<file path="src/rtl/reg_wb_arbiter_if.sv">
// Writeback bus between the pipeline requesters and the regFile write port.
// Latency: none. The interface only carries signals.
// Backpressure: req_ready from the arbiter stalls each requester's valid/addr/data.
//
// Ports (signals):
//   req_valid/req_ready     per-requester handshake, one bit per requester
//   req_addr/req_data       packed per-requester destination register and data
//   regWriteEn/Addr/Data    registered regFile write port driven by the arbiter
interface reg_wb_arbiter_if #(
    parameter int N_REQ  = 3,
    parameter int DATA_W = 32,
    parameter int ADDR_W = 5
);
    logic [N_REQ-1:0]        req_valid;
    logic [N_REQ-1:0]        req_ready;
    logic [N_REQ*ADDR_W-1:0] req_addr;
    logic [N_REQ*DATA_W-1:0] req_data;
    logic                    regWriteEn;
    logic [ADDR_W-1:0]       regWriteAddr;
    logic [DATA_W-1:0]       regWriteData;

    // Arbiter side
    modport slave (
        input  req_valid, req_addr, req_data,
        output req_ready, regWriteEn, regWriteAddr, regWriteData
    );

    // Requester / regFile side
    modport master (
        output req_valid, req_addr, req_data,
        input  req_ready, regWriteEn, regWriteAddr, regWriteData
    );
endinterface

</file>
<file path="src/rtl/reg_wb_arbiter.sv">
// Round-robin owner of the regFile write port, with a 31..1 init sweep.
// Latency: 1 cycle from a valid/ready transfer to the regFile write.
// Backpressure: one combinational ready per cycle. All ready bits are low during the sweep, in reset, and while init_start is asserted.
//
// Ports:
//   clk, reset      rising-edge clock, synchronous active-high reset
//   wb (slave)      requester handshake in, registered regFile write port out
//   init_start      1-cycle pulse that starts the sweep (ignored while sweeping)
//   init_busy       high while the sweep runs
//   init_done       pulse coincident with the final (addr 1) sweep write
//   grant_id        index of the requester whose transfer produced the last write
module reg_wb_arbiter #(
    parameter int                N_REQ      = 3,
    parameter int                DATA_W     = 32,
    parameter int                ADDR_W     = 5,
    parameter logic [DATA_W-1:0] INIT_VALUE = 32'h55aaaa55
) (
    input  logic                   clk,
    input  logic                   reset,
    reg_wb_arbiter_if.slave        wb,
    input  logic                   init_start,
    output logic                   init_busy,
    output logic                   init_done,
    output logic [2:0]             grant_id
);

    typedef enum logic {
        ST_RUN  = 1'b0,
        ST_INIT = 1'b1
    } state_e;

    localparam logic [3:0] N_REQ_L = 4'(N_REQ);

    state_e              state_q, state_d;
    logic [2:0]          rr_ptr_q, rr_ptr_d;
    logic [4:0]          cnt_q, cnt_d;
    logic                wen_q, wen_d;
    logic [ADDR_W-1:0]   waddr_q, waddr_d;
    logic [DATA_W-1:0]   wdata_q, wdata_d;
    logic [2:0]          gid_q, gid_d;
    logic                done_q, done_d;

    logic [N_REQ-1:0]    valid_rot;
    logic                gnt_vld;
    logic [3:0]          idx_sum;
    logic [2:0]          gnt_idx;
    logic [ADDR_W-1:0]   gnt_addr;
    logic [DATA_W-1:0]   gnt_data;
    logic                arb_ok;
    logic [N_REQ-1:0]    ready_c;
    logic                xfer;

    // Rotate valids so bit 0 is the requester at rr_ptr. The lowest set
    // bit of the rotated vector is then the round-robin winner.
    always_comb begin
        valid_rot = N_REQ'({wb.req_valid, wb.req_valid} >> rr_ptr_q);
        gnt_vld   = 1'b0;
        idx_sum   = '0;
        // Descending scan: the last hit written is the lowest offset.
        for (int k = N_REQ - 1; k >= 0; k--) begin
            if (valid_rot[k]) begin
                gnt_vld = 1'b1;
                idx_sum = {1'b0, rr_ptr_q} + 4'(k);
            end
        end
        if (idx_sum >= N_REQ_L) begin
            idx_sum = idx_sum - N_REQ_L;
        end
        gnt_idx = idx_sum[2:0];
    end

    // Winner's address/data, and the one-hot ready
    always_comb begin
        arb_ok   = (state_q == ST_RUN) && !init_start && !reset;
        gnt_addr = '0;
        gnt_data = '0;
        ready_c  = '0;
        for (int i = 0; i < N_REQ; i++) begin
            if (gnt_idx == 3'(i)) begin
                gnt_addr   = wb.req_addr[i*ADDR_W +: ADDR_W];
                gnt_data   = wb.req_data[i*DATA_W +: DATA_W];
                ready_c[i] = arb_ok && gnt_vld;
            end
        end
        xfer = |(wb.req_valid & ready_c);
    end

    // Next-state and registered write-port values
    always_comb begin
        state_d  = state_q;
        rr_ptr_d = rr_ptr_q;
        cnt_d    = cnt_q;
        wen_d    = 1'b0;
        waddr_d  = waddr_q;
        wdata_d  = wdata_q;
        gid_d    = gid_q;
        done_d   = 1'b0;
        case (state_q)
            ST_RUN: begin
                if (init_start) begin
                    state_d = ST_INIT;
                    cnt_d   = 5'd31;
                end else if (xfer) begin
                    // Writes to $0 complete the handshake but never reach the regFile.
                    wen_d    = (gnt_addr != '0);
                    waddr_d  = gnt_addr;
                    wdata_d  = gnt_data;
                    gid_d    = gnt_idx;
                    rr_ptr_d = (gnt_idx == 3'(N_REQ - 1)) ? 3'd0 : gnt_idx + 3'd1;
                end
            end
            ST_INIT: begin
                wen_d   = 1'b1;
                waddr_d = ADDR_W'(cnt_q);
                wdata_d = INIT_VALUE;
                cnt_d   = cnt_q - 5'd1;
                if (cnt_q == 5'd1) begin
                    done_d  = 1'b1;
                    state_d = ST_RUN;
                end
            end
            default: state_d = ST_RUN;
        endcase
    end

    always_ff @(posedge clk) begin
        if (reset) begin
            state_q  <= ST_RUN;
            rr_ptr_q <= '0;
            cnt_q    <= '0;
            wen_q    <= 1'b0;
            waddr_q  <= '0;
            wdata_q  <= '0;
            gid_q    <= '0;
            done_q   <= 1'b0;
        end else begin
            state_q  <= state_d;
            rr_ptr_q <= rr_ptr_d;
            cnt_q    <= cnt_d;
            wen_q    <= wen_d;
            waddr_q  <= waddr_d;
            wdata_q  <= wdata_d;
            gid_q    <= gid_d;
            done_q   <= done_d;
        end
    end

    assign wb.req_ready    = ready_c;
    assign wb.regWriteEn   = wen_q;
    assign wb.regWriteAddr = waddr_q;
    assign wb.regWriteData = wdata_q;
    assign init_busy       = (state_q == ST_INIT);
    assign init_done       = done_q;
    assign grant_id        = gid_q;

endmodule

</file>
<file path="src/flat_wrapper.sv">
// flat-port wrapper written by rule: the top's interface ports become plain ports
module reg_wb_arbiter_flat 
#(
    parameter int                N_REQ      = 3,
    parameter int                DATA_W     = 32,
    parameter int                ADDR_W     = 5,
    parameter logic [DATA_W-1:0] INIT_VALUE = 32'h55aaaa55
)
  (clk, reset, init_start, init_busy, init_done, grant_id, wb_req_valid, wb_req_addr, wb_req_data, wb_req_ready, wb_regWriteEn, wb_regWriteAddr, wb_regWriteData);
  reg_wb_arbiter_if #(.N_REQ(N_REQ), .DATA_W(DATA_W), .ADDR_W(ADDR_W)) wb_i ();
  input  logic clk;
  input  logic reset;
  input  logic init_start;
  output logic init_busy;
  output logic init_done;
  output logic [2:0] grant_id;
  input wire logic [$bits(wb_i.req_valid)-1:0] wb_req_valid;
  input wire logic [$bits(wb_i.req_addr)-1:0] wb_req_addr;
  input wire logic [$bits(wb_i.req_data)-1:0] wb_req_data;
  output wire logic [$bits(wb_i.req_ready)-1:0] wb_req_ready;
  output wire logic [$bits(wb_i.regWriteEn)-1:0] wb_regWriteEn;
  output wire logic [$bits(wb_i.regWriteAddr)-1:0] wb_regWriteAddr;
  output wire logic [$bits(wb_i.regWriteData)-1:0] wb_regWriteData;
  assign wb_i.req_valid = wb_req_valid;
  assign wb_i.req_addr = wb_req_addr;
  assign wb_i.req_data = wb_req_data;
  assign wb_req_ready = wb_i.req_ready;
  assign wb_regWriteEn = wb_i.regWriteEn;
  assign wb_regWriteAddr = wb_i.regWriteAddr;
  assign wb_regWriteData = wb_i.regWriteData;
  reg_wb_arbiter #(.N_REQ(N_REQ), .DATA_W(DATA_W), .ADDR_W(ADDR_W), .INIT_VALUE(INIT_VALUE)) u_core (.clk(clk), .reset(reset), .wb(wb_i), .init_start(init_start), .init_busy(init_busy), .init_done(init_done), .grant_id(grant_id));
endmodule
</file>
<file path="config.mk">
export PLATFORM = sky130hd
export DESIGN_NAME = reg_wb_arbiter_flat
export DESIGN_NICKNAME = d
export VERILOG_FILES = /design/src/rtl/reg_wb_arbiter_if.sv /design/src/rtl/reg_wb_arbiter.sv /design/src/flat_wrapper.sv
export SDC_FILE = /design/constraint.sdc
export NUM_CORES = 1
export LEC_CHECK = 0
export ABC_AREA = 1
export CAP_MARGIN = 20
export CORE_UTILIZATION = 37
export CTS_BUF_LIST = sky130_fd_sc_hd__clkbuf_2 sky130_fd_sc_hd__clkbuf_4 sky130_fd_sc_hd__clkbuf_8
export CTS_CLUSTER_DIAMETER = 100
export DETAILED_ROUTE_END_ITERATION = 16
export PLACE_DENSITY_LB_ADDON = 0.2
export SKIP_CTS_REPAIR_TIMING = 1
export SLEW_MARGIN = 10
export SYNTH_ARGS = -nofsm -noshare
export SYNTH_HDL_FRONTEND = slang
export SYNTH_SLANG_ARGS = --single-unit
export TNS_END_PERCENT = 50
</file>
<file path="constraint.sdc">
create_clock -name clk -period 2.79 [get_ports clk]
set_input_delay 0.558 -clock clk [delete_from_list [all_inputs] [get_ports clk]]
set_output_delay 0.558 -clock clk [all_outputs]
set_load 0.01 [all_outputs]
</file>
# --- Word level (Yosys, flattened, before mapping) ---
# Index checks and enable logic that the tools add are counted.
word_totals:
  output_inout_bits: 46
  ff_bits: 51
  in_bits: 117
  word_cells: 67
op_classes:
  magnitude_cmp: 1
  mux: 32
  n_eq_ne: 6
  reduce_logical: 11
  bitwise_logic: 3
  n_addsub: 5
  n_shift: 1
ops:
  columns: ["op", "n"]
  rows:
  - ["$mux 32", 5]
  - ["$pmux 32 s2", 1]
  - ["$mux 5", 6]
  - ["$pmux 5 s2", 2]
  - ["$mux 4", 3]
  - ["$mux 1", 11]
  - ["$mux 3", 2]
  - ["$shr 6x3->3", 1]
  - ["$eq 5x1->1 const B", 1]
  - ["$reduce_bool 5->1", 1]
  - ["$sub 5x1->5 const B", 1]
  - ["$add 3x1->4 const B", 1]
  - ["$add 3x2->4 const B", 1]
  - ["$ge 4x2->1 const B", 1]
  - ["$ne 2x2->1 const B", 2]
  - ["$pmux 1 s2", 2]
  - ["$add 3x1->3 const B", 1]
  - ["$and 3x3->3", 1]
  - ["$eq 3x1->1 const B", 1]
  - ["$eq 3x2->1 const B", 1]
  - ["$logic_and 1x1->1", 3]
  - ["$logic_not 3->1", 1]
  - ["$reduce_and 3->1", 1]
  - ["$reduce_or 3->1", 1]
  - ["other kinds (6)", 8]

# --- Longest topological paths before layout ---
depth:
  word_depth: 14
  ltp_mapped: 25
  depth_no_buf: 24

# --- Least setup slack after synthesis ---
# No wires, ideal clock.
synth_path:
  kind: "in2out"
  from: "input port wb_req_valid[2]"
  to: "output port wb_req_ready[1]"
  t_arrival_ps: 2380
  path_slack_ps: -148
  t_required_ps: 2232
  path_stages: 15
  n_path_buf: 1
  path_cell_list: "nand2_1 -> nand2_1 -> nand2_1 -> nand3_2 -> nand2_2 -> nor2_1 -> o21ai_1 -> inv_1 -> ha_1 -> inv_1 -> nand2_2 -> o21ai_1 -> nand2_1 -> clkbuf_1 -> nor3b_1"
synth_between:
  elab_chain_cells: 8
synth_lines:
  columns: ["element", "line_no", "source"]
  rows:
  - ["from (decl)", "flat_wrapper.sv:17", "input wire logic [$bits(wb_i.req_valid)-1:0] wb_req_valid;"]
  - ["$shr 6x3->3 (*)", "reg_wb_arbiter.sv:56", "valid_rot = N_REQ'({wb.req_valid, wb.req_valid} >> rr_ptr_q);"]
  - ["$mux 4 (3 in a row)", "reg_wb_arbiter.sv:61", "if (valid_rot[k]) begin"]
  - ["$ge 4x2->1 or $sub 3x2->3 (tied branches)", "reg_wb_arbiter.sv:66, reg_wb_arbiter.sv:67", null]
  - ["$mux 3", "reg_wb_arbiter.sv:66", "if (idx_sum >= N_REQ_L) begin"]
  - ["$eq 3x1->1", "reg_wb_arbiter.sv:79", "if (gnt_idx == 3'(i)) begin"]
  - ["$mux 1 (*)", "reg_wb_arbiter.sv:79", null]
  - ["to (decl)", "flat_wrapper.sv:20", "output wire logic [$bits(wb_i.req_ready)-1:0] wb_req_ready;"]
# Every way passes the cells marked *; elsewhere a longest branch is shown, timed or not.

# --- Worst setup path in the final report ---
# Same ends and word-level chain as after synthesis.

==> impl_metrics.json <==
{
  "crit_path_end": "wb_req_ready[1]",
  "grt_antenna_before_repair": 0,
  "ys_seq_area_frac": 0.330,
  "rsz0062_at_grt": "yes",
  "hold_violations": 0,
  "vdd_drop_max_v": 0.000421,
  "power.density_nw_per_um2": 673,
  "crit_start": "wb_req_valid[2]",
  "cp_max_fo": 5,
  "slowest_stage": "ha_4",
  "cp.arrival_ns": 2.51,
  "postSynthCellCount": 490,
  "fin_setup_tns_ns": -5.89,
  "place_area_um2": 5130,
  "post-synth-top-area-cell": "dfxtp_1",
  "wl_um": 11200,
  "utilization": 0.702,
  "clk_latency_ns": 0.31,
  "yosys-top-cells-area": "dfxtp_1, nand2_1, nand3_1, nor2_1, nand4_1",
  "cp_cell_sequence": "dlymetal6s2s_1 -> nand2_1 -> nand2_2 -> nand2_1 -> nand3_2 -> nand2_2 -> nor2_1 -> o21ai_2 -> inv_1 -> ha_4 -> inv_4 -> nand2_4 -> nor2_4 -> nand2_1 -> nand2_2 -> nand2_2 -> nor3b_2 -> buf_2",
  "dieArea_um2": 8730,
  "critPathKind": "in2out",
  "route.detailed.drc": 0,
  "drive_above_1_share": 0.190,
  "placedCellCount": 781,
  "setup_ws_ns": -0.277,
  "required_ns": 2.23,
  "finalSetupViolCount": 44,
  "final_common_cell": "nand2_1",
  "cp-end-kind": "output port",
  "clkTransAtPathRegs_ns": 0.10,
  "vias": 3980,
  "io_pins": 163,
  "path_delay_family": "simple AND/OR/NAND/NOR gates",
  "synth_top_area_frac": 0.330,
  "fill_cells": 647,
  "cts_sinks": 51,
  "stdcell_count": 797,
  "worst-path-buf-inv": 4,
  "coreArea_um2": 7890,
  "dp_hpwl_um": 8360,
  "tritoncts": "built",
  "grt_pass1_vias": 3760,
  "first_pass_iters": 4,
  "start_kind": "input pin",
  "final_nets": 816,
  "num_rows": 32,
  "io_buffers": 162,
  "syn_area_per_cell_um2": 6.31,
  "finalInstanceArea_um2": 5540,
  "synthesis.nets": 612,
  "slew_headroom": 0.730,
  "r2r_start": "u_core.rr_ptr_q[1]",
  "maxCapViolations": 0,
  "slew_viol_final": 0,
  "reg2regPathDepth": 20,
  "antenna-diode-count": 0,
  "rrSetupSlack_ns": -0.19,
  "synth_cell_types": 36,
  "holdWs_ns": 0.450,
  "status": "finished with violations",
  "post_drt_wl_per_cell_um": 14.0,
  "mostFrequentLayoutCells": "nand2_1, clkdlybuf4s50_1, dfxtp_1, nor2_1, buf_4",
  "root_buffer": "clkbuf_8",
  "die_w_um": 93.4,
  "avgViaCountPerCell": 4.99,
  "hp-class": "reg2reg",
  "syn_area_um2": 3090,
  "ant_nets": 0,
  "skew_ns": 0.00862,
  "grtUsageTotal": 0.248,
  "synth.ff_latch_count": 51,
  "grt_max_degree": 33,
  "worstSetupPathDepth": 18,
  "ctsLongestPathBuffers": 2,
  "overflow": 0,
  "cts_inserted_buffers": 5,
  "die_y_um": 93.4,
  "rr_endpoint": "u_core.rr_ptr_q[1]",
  "p_leak_nw": 2.35,
  "yosysWarnings": 0,
  "syn_to_final_growth_pct": 79.0,
  "period_minus_slack_ns": 3.07,
  "htree_num_levels": 2,
  "grt_pass1_wl_um": 17100,
  "cpPeakStageDelay_ns": 0.18,
  "maxClockFrequency_ghz": 0.326,
  "place_congestion": 0.909,
  "max_slew.worst_pin.slew_ns": 0.405,
  "violations": "negative setup slack",
  "crit_top_cell": "nand2_2",
  "post-route-period-util": 1.10,
  "drtIter0Drc": 174,
  "initial_utilization": 0.392
}
-- per-layer routing --
layer  part of all wire  track usage
met1               0.40        0.278
met2               0.49        0.450
met3              0.076       0.0667
met4              0.027       0.0821
met5                  0            0
-- cell usage after synthesis, drive strengths merged --
master	n
nand2	211
nor2	56
dfxtp	51
nand3	49
a21oi	26
nand4	25
inv	19
buf	16
clkbuf	8
o21ai	8
nor3	6
ha	5
a211oi	2
a221oi	1
a31oi	1
nand3b	1
nor3b	1
nor4	1
o21bai	1
xnor2	1
xor2	1
-- worst min path at each step --
stage	from	to	cells after the start
global route	u_core.grant_id[2]	u_core.grant_id[2]	2
global placement	u_core.grant_id[2]	u_core.grant_id[2]	2
CTS	u_core.grant_id[2]	u_core.grant_id[2]	2
finish	u_core.grant_id[2]	u_core.grant_id[2]	2
floorplan	u_core.cnt_q[4]	u_core.cnt_q[4]	1
detailed placement	u_core.grant_id[2]	u_core.grant_id[2]	2
-- power breakdown --
group	switching, W	leakage (nW)	internal [W]
clock network	0.000268	0.0618	0.000296
registers	0.0000600	0.419	0.000827
logic	0.00122	1.87	0.00105
total	0.00155	2.35	0.00217
-- state kept, by name, summed over array words and instances, names as in the netlist --
register	count
u_core.cnt_q	5
u_core.grant_id	3
u_core.init_busy	1
u_core.init_done	1
u_core.rr_ptr_q	3
u_core.wb.regWriteAddr	5
u_core.wb.regWriteData	32
u_core.wb.regWriteEn	1
-- per-stage QoR --
stage | worst slack [ns] | power (W)
2_1_floorplan | -0.0155 | 0.00206
3_3_place_gp | -1.00 | 0.00293
3_5_place_dp | -1.05 | 0.00297
4_1_cts | -1.07 | 0.00353
5_1_grt | -0.423 | 0.00401
6_report | -0.277 | 0.00373
-- kinds of logic after synthesis --
| logic type | share of synthesized area |
|---|---|
| AOI/OAI and AO/OA | 0.0720 |
| xor gates and xnor gates | 0.00566 |
| adders and majority gates | 0.0202 |
| buffers and inverters | 0.0704 |
| DFF | 0.330 |
| and+or+nand+nor | 0.502 |
-- worst register-to-register path, delay by kind of cell (launching register included) --
family          cells  cell delay (ns)
compound gates      3             0.39
fa+ha+maj           1             0.18
buf+inv             5             0.54
simple gates       11             1.31
flops               1             0.46
-- layout make-up --
class,instances,area [µm²],area share
clock inverter,2,38.8,0.00701
tap,102,128,0.0231
inverter,19,78.8,0.0142
clock buffer,6,82.6,0.0149
sequential,51,1020,0.185
multi-input combinational,396,2020,0.365
timing repair buffer,221,2160,0.391
No activity file was read; power rests on OpenSTA's default activity.
==> RTL edit 1: new RTL, config.mk and constraints unchanged <==
`N_REQ` is set to 3 in 3 places; all go to 5.
--- a/src/rtl/reg_wb_arbiter_if.sv
+++ b/src/rtl/reg_wb_arbiter_if.sv
@@ -9,3 +9,3 @@
 interface reg_wb_arbiter_if #(
-    parameter int N_REQ  = 3,
+    parameter int N_REQ  = 5,
     parameter int DATA_W = 32,
--- a/src/rtl/reg_wb_arbiter.sv
+++ b/src/rtl/reg_wb_arbiter.sv
@@ -12,3 +12,3 @@
 module reg_wb_arbiter #(
-    parameter int                N_REQ      = 3,
+    parameter int                N_REQ      = 5,
     parameter int                DATA_W     = 32,
--- a/src/flat_wrapper.sv
+++ b/src/flat_wrapper.sv
@@ -3,3 +3,3 @@
 #(
-    parameter int                N_REQ      = 3,
+    parameter int                N_REQ      = 5,
     parameter int                DATA_W     = 32,
Interface: changed (resized wb_req_addr, wb_req_data, wb_req_ready and wb_req_valid); port bits go from 163 to 241. The function was not compared with the original's and may differ.
==> RTL edit 1 against the original RTL <==
  * The run still ends with negative setup slack left
  * Wire length grew 69%
  * Sequential cell count is the same
  * Power grew to 3.6 times the old value
  * Final area grew 50%
  * Sequential share of layout area shrank 6.2 points
  * Area after synthesis grew 48%
  * Worst setup slack lost 0.60 ns
  * Largest power group unchanged
==> RTL edit 1: results (changes against the original RTL) <==
Inst Count DP: 1228 (was 781)
Hold Crit Endpoint: u_core.wb.regWriteData[3] (was u_core.grant_id[2])
DR vias: 6018 (was 3980)
CP max FO: 6 (was 5)
global-route wire length before repair: 27900 um (was 17100 um)
worst slack at placement: -1.65 ns (was -1.05 ns)
R2R setup slack: -0.87 ns (was -0.19 ns)
worst setup skew after layout: 0.00902 ns (was 0.00862 ns)
Synth Area in Compound Gates: 14.0% (was 7.20%)
met1 WL: 8170 um (was 4490 um)
num rows: 40 (was 32)
share of cells above drive strength 1: 21.1% (was 19.0%)
setup slack after layout: -0.881 ns (was -0.277 ns)
Setup Viol. Count Final: 49 (was 44)
Crit-path slowest cell: dfxtp_4 (was ha_4)
sequential cell area share: 12.3% (was 18.5%)
Worst EP arrival: 3.11 ns (was 2.51 ns)
status: finished with violations (unchanged)
Non-clk invs: 64 (was 19)
Multi-input gate area: 0.00342 mm2 (was 0.00202 mm2)
Synth Area in XOR/XNOR: 0.574% (was 0.566%)
Avg WL per Cell: 15.1 um (was 14.0 um)
largest stage delay on the critical path: 0.39 ns (was 0.18 ns)
GP Congestion: 0.900 (was 0.909)
clkbuf count: 5 (was 6)
Crit. Startpoint: u_core.rr_ptr_q[0] (was wb_req_valid[2])
maximum vdd ir drop: 0.00112 V (was 0.000421 V)
later-pin clock latency in the skew report: 0.34 ns (was 0.31 ns)
sequential-to-total area share from yosys stat: 22.3% (was 33.0%)
multi-input logic cell count: 632 (was 396)
Fillers: 1095 (was 647)
final hold slack: 0.469 ns (was 0.450 ns)
sw power: 7120 uW (was 1550 uW)
distinct cell type count after synthesis: 41 (was 36)
fraction of area in multi-input gates: 41.1% (was 36.5%)
top post-synthesis cells by count: nand2_1, nand3_1, nor2_1, inv_1, dfxtp_1 (was nand2_1, dfxtp_1, nor2_1, nand3_1, a21oi_1)
post-DP HPWL: 14100 um (was 8360 um)
hold_sp: u_core.wb.regWriteData[3] (was u_core.grant_id[2])
Synth area leaders: dfxtp_1, nand2_1, nand3_1 (unchanged)
routed wl met3: 1080 um (was 846 um)
port bufs: 240 (was 162)
violated checks: negative setup slack (unchanged)
non-clock buffer count: 328 (was 221)
vias in the first global route: 5528 (was 3760)
worst r2r path cells: 28 (was 20)
-- RTL edit 1: changes by cell type in the layout (fill, tap and decap cells not counted), sizes merged, moves of 18 or more --
cell           delta
buf              +28
clkdlybuf4s50    +74
inv              +44
nand2            +62
nand3            +48
nand4            -18
nor2             +23
o21ai            +43
or2              +36
-- RTL edit 1: kinds of logic (layout without fill, tap and decap cells) --
logic type                 after synthesis  count (layout)
adders and majority gates               11              11
AOI/OAI and AO/OA                      117             117
buffers and inverters                  114             400
and+or+nand+nor                        501             501
DFF                                     51              51
xor gates and xnor gates                 3               3
-- RTL edit 1: power groups by stage --
stage	logic [uW]	clock network [uW]	registers, uW
2_1_floorplan	6640	0	1210
3_3_place_gp	10200	0	1120
3_5_place_dp	10300	0	1130
4_1_cts	10400	495	1110
5_1_grt	13100	526	1160
6_report	11900	498	1130
-- RTL edit 1: layer usage --
metal	vias to the layer above	global-route usage (%)
li1	3135	-
met1	2675	34.8
met2	182	47.2
met3	26	6.80
met4	0	7.37
met5	-	0
==> RTL edit 2: new RTL, same flow settings <==
Made on the original files. Reset style: asynchronous (`reset`), changed in one clocked block. Comments in the files are not updated.
--- a/src/rtl/reg_wb_arbiter.sv
+++ b/src/rtl/reg_wb_arbiter.sv
@@ -125,3 +125,3 @@
 
-    always_ff @(posedge clk) begin
+    always_ff @(posedge clk or posedge reset) begin
         if (reset) begin
Formal check against the unedited RTL: differs if reset is asserted again (counterexample within 4 cycles, from zero or initial values and one cycle with reset high); with reset held inactive, the same outputs for 10 cycles.
==> RTL edit 2 against the original RTL <==
  * The flow still finishes with violations (negative setup slack)
  * Sequential cell count stayed put
  * Core utilization grew 2.2 points
  * Final cell count increased by 3.1%
  * Wire length up 13%
  * Final area is 14% higher
  * Non-clock buffer count grew 16
  * Area after synthesis grew 8.0%
  * Via count rose by 5.3%
  * Fmax fell by 2.9%
  * First-iteration DRC count fell by 32%
  * Worst hold slack better by 0.057 ns
  * Worst setup slack worse by 0.092 ns
  * Critical endpoint is now wb_req_ready[0]
  * Largest cell class unchanged
Power is not compared: it rests on default switching activity, and its combinational part moved more than twofold at a synthesized area within 25%.
==> RTL edit 2: results (changes against the original RTL) <==
status: finished with violations (unchanged)
violated checks: negative setup slack (unchanged)
Post-synth top flop: dfrtp_1 (was dfxtp_1)
Synth area leaders: dfrtp_1, nand2_1, nand3_1 (was dfxtp_1, nand2_1, nand3_1)
worst setup skew after layout: 0.00519 ns (was 0.00862 ns)
DR vias: 4191 (was 3980)
final wirelength: 12700 um (was 11200 um)
startpoint types: register (was input pin)
Crit-path slowest cell: dfrtp_2 (was ha_4)
FF/Latch Area: 0.00128 mm2 (was 0.00102 mm2)
post-DP HPWL: 8590 um (was 8360 um)
Synth Area in XOR/XNOR: 0.262% (was 0.566%)
sequential-to-total area share from yosys stat: 38.2% (was 33.0%)
TNS Setup: -12.21 ns (was -5.89 ns)
syn_nets: 614 (was 612)
non-clock buffer count: 237 (was 221)
multi-input logic cell count: 389 (was 396)
CP Capture Point: wb_req_ready[0] (was wb_req_ready[1])
worst slack at placement: -1.05 ns (about the same)
Fillers: 694 (was 647)
DR iter-0 viols: 119 (was 174)
Final nets: 835 (was 816)
RR Endpoint: u_core.wb.regWriteAddr[4] (was u_core.rr_ptr_q[1])
Non-clk invs: 29 (was 19)
share of cells above drive strength 1: 27.6% (was 19.0%)
largest stage delay on the critical path: 0.47 ns (was 0.18 ns)
Avg Inst Size Synth: 6.79 um2 (was 6.31 um2)
Initial DRT Pass Iterations: 6 (was 4)
Worst EP arrival: 2.60 ns (was 2.51 ns)
global-route wire length before repair: 18200 um (was 17100 um)
setup slack after layout: -0.369 ns (was -0.277 ns)
CTS sink count: 51 (unchanged)
distinct cell type count after synthesis: 29 (was 36)
worst r2r path cells: 25 (was 20)
vias per inst: 5.10 (was 4.99)
Setup Viol. Count Final: 46 (was 44)
Post-DP Area: 0.00555 mm2 (was 0.00513 mm2)
All-Layer GR Usage: 23.4% (was 24.8%)
largest net degree at the start of global routing: 52 (was 33)
sequential cell area share: 20.3% (was 18.5%)
asr flop ratio synth: 100% (was 0%)
fraction of area in multi-input gates: 35.8% (was 36.5%)
Inst Count DP: 791 (was 781)
Slew HR: 55.5% (was 73.0%)
Mapped Area: 0.00334 mm2 (was 0.00309 mm2)
adder-cell share of the synthesized area: 1.87% (was 2.02%)
final-layout clock-cell area share: 1.92% (was 2.19%)
top post-synthesis cells by count: nand2_1, nand3_1, dfrtp_1, inv_1, nor2_1 (was nand2_1, dfxtp_1, nor2_1, nand3_1, a21oi_1)
R2R setup slack: -0.32 ns (was -0.19 ns)
Synth Area in Compound Gates: 5.09% (was 7.20%)
Reg-to-Reg Start: u_core.rr_ptr_q[0] (was u_core.rr_ptr_q[1])
[RTL edit 2: cell types whose count changed in the layout (fill, tap and decap cells not counted), moves of 6 or more]
| cell | before | now |
|---|---|---|
| buf_6 | 6 | 13 |
| inv_1 | 12 | 18 |
| nand3_1 | 37 | 60 |
| o21ai_0 | 1 | 8 |
| nand2_1 | 189 | 174 |
| nand2_4 | 4 | 15 |
| a21oi_1 | 22 | 13 |
| dfrtp_1 | 0 | 49 |
| nand3_2 | 11 | 35 |
| nor2_1 | 48 | 18 |
| nand4_1 | 24 | 9 |
| dfxtp_1 | 50 | 0 |
[RTL edit 2: cell families (layout without fill, tap and decap cells)]
family          after synthesis  count (layout)
simple gates                353             353
buf+inv                      52             274
flops                        51              51
compound gates               30              30
fa+ha+maj                     5               5
xor+xnor                      1               1
[RTL edit 2: routing by layer]
layer | up-vias | routed length, um | global-route usage (%)
met5 | - | 0 | 0
met4 | 0 | 64 | 4.36
met3 | 7 | 770 | 4.62
met2 | 143 | 6610 | 42.0
met1 | 1999 | 5230 | 29.2
li1 | 2042 | - | -
[RTL edit 2: how the worst min path moves through the flow]
stage                                       endpoint                  startpoint  slack (ns)
after detailed placement   u_core.wb.regWriteAddr[2]   u_core.wb.regWriteAddr[2]        0.49
after CTS                         u_core.grant_id[2]          u_core.grant_id[2]        0.50
after global placement               u_core.cnt_q[2]             u_core.cnt_q[2]        0.47
final                     u_core.wb.regWriteData[12]  u_core.wb.regWriteData[12]        0.51
after floorplan                      u_core.cnt_q[2]             u_core.cnt_q[2]        0.45
after global routing              u_core.grant_id[2]          u_core.grant_id[2]        0.52
[RTL edit 2: power breakdown]
part           internal [uW]  switching (uW)  leakage [uW]  total [uW]
logic                   2100            2720       0.00226        4820
clock network            296             265     0.0000618         560
registers                934             154      0.000585        1090
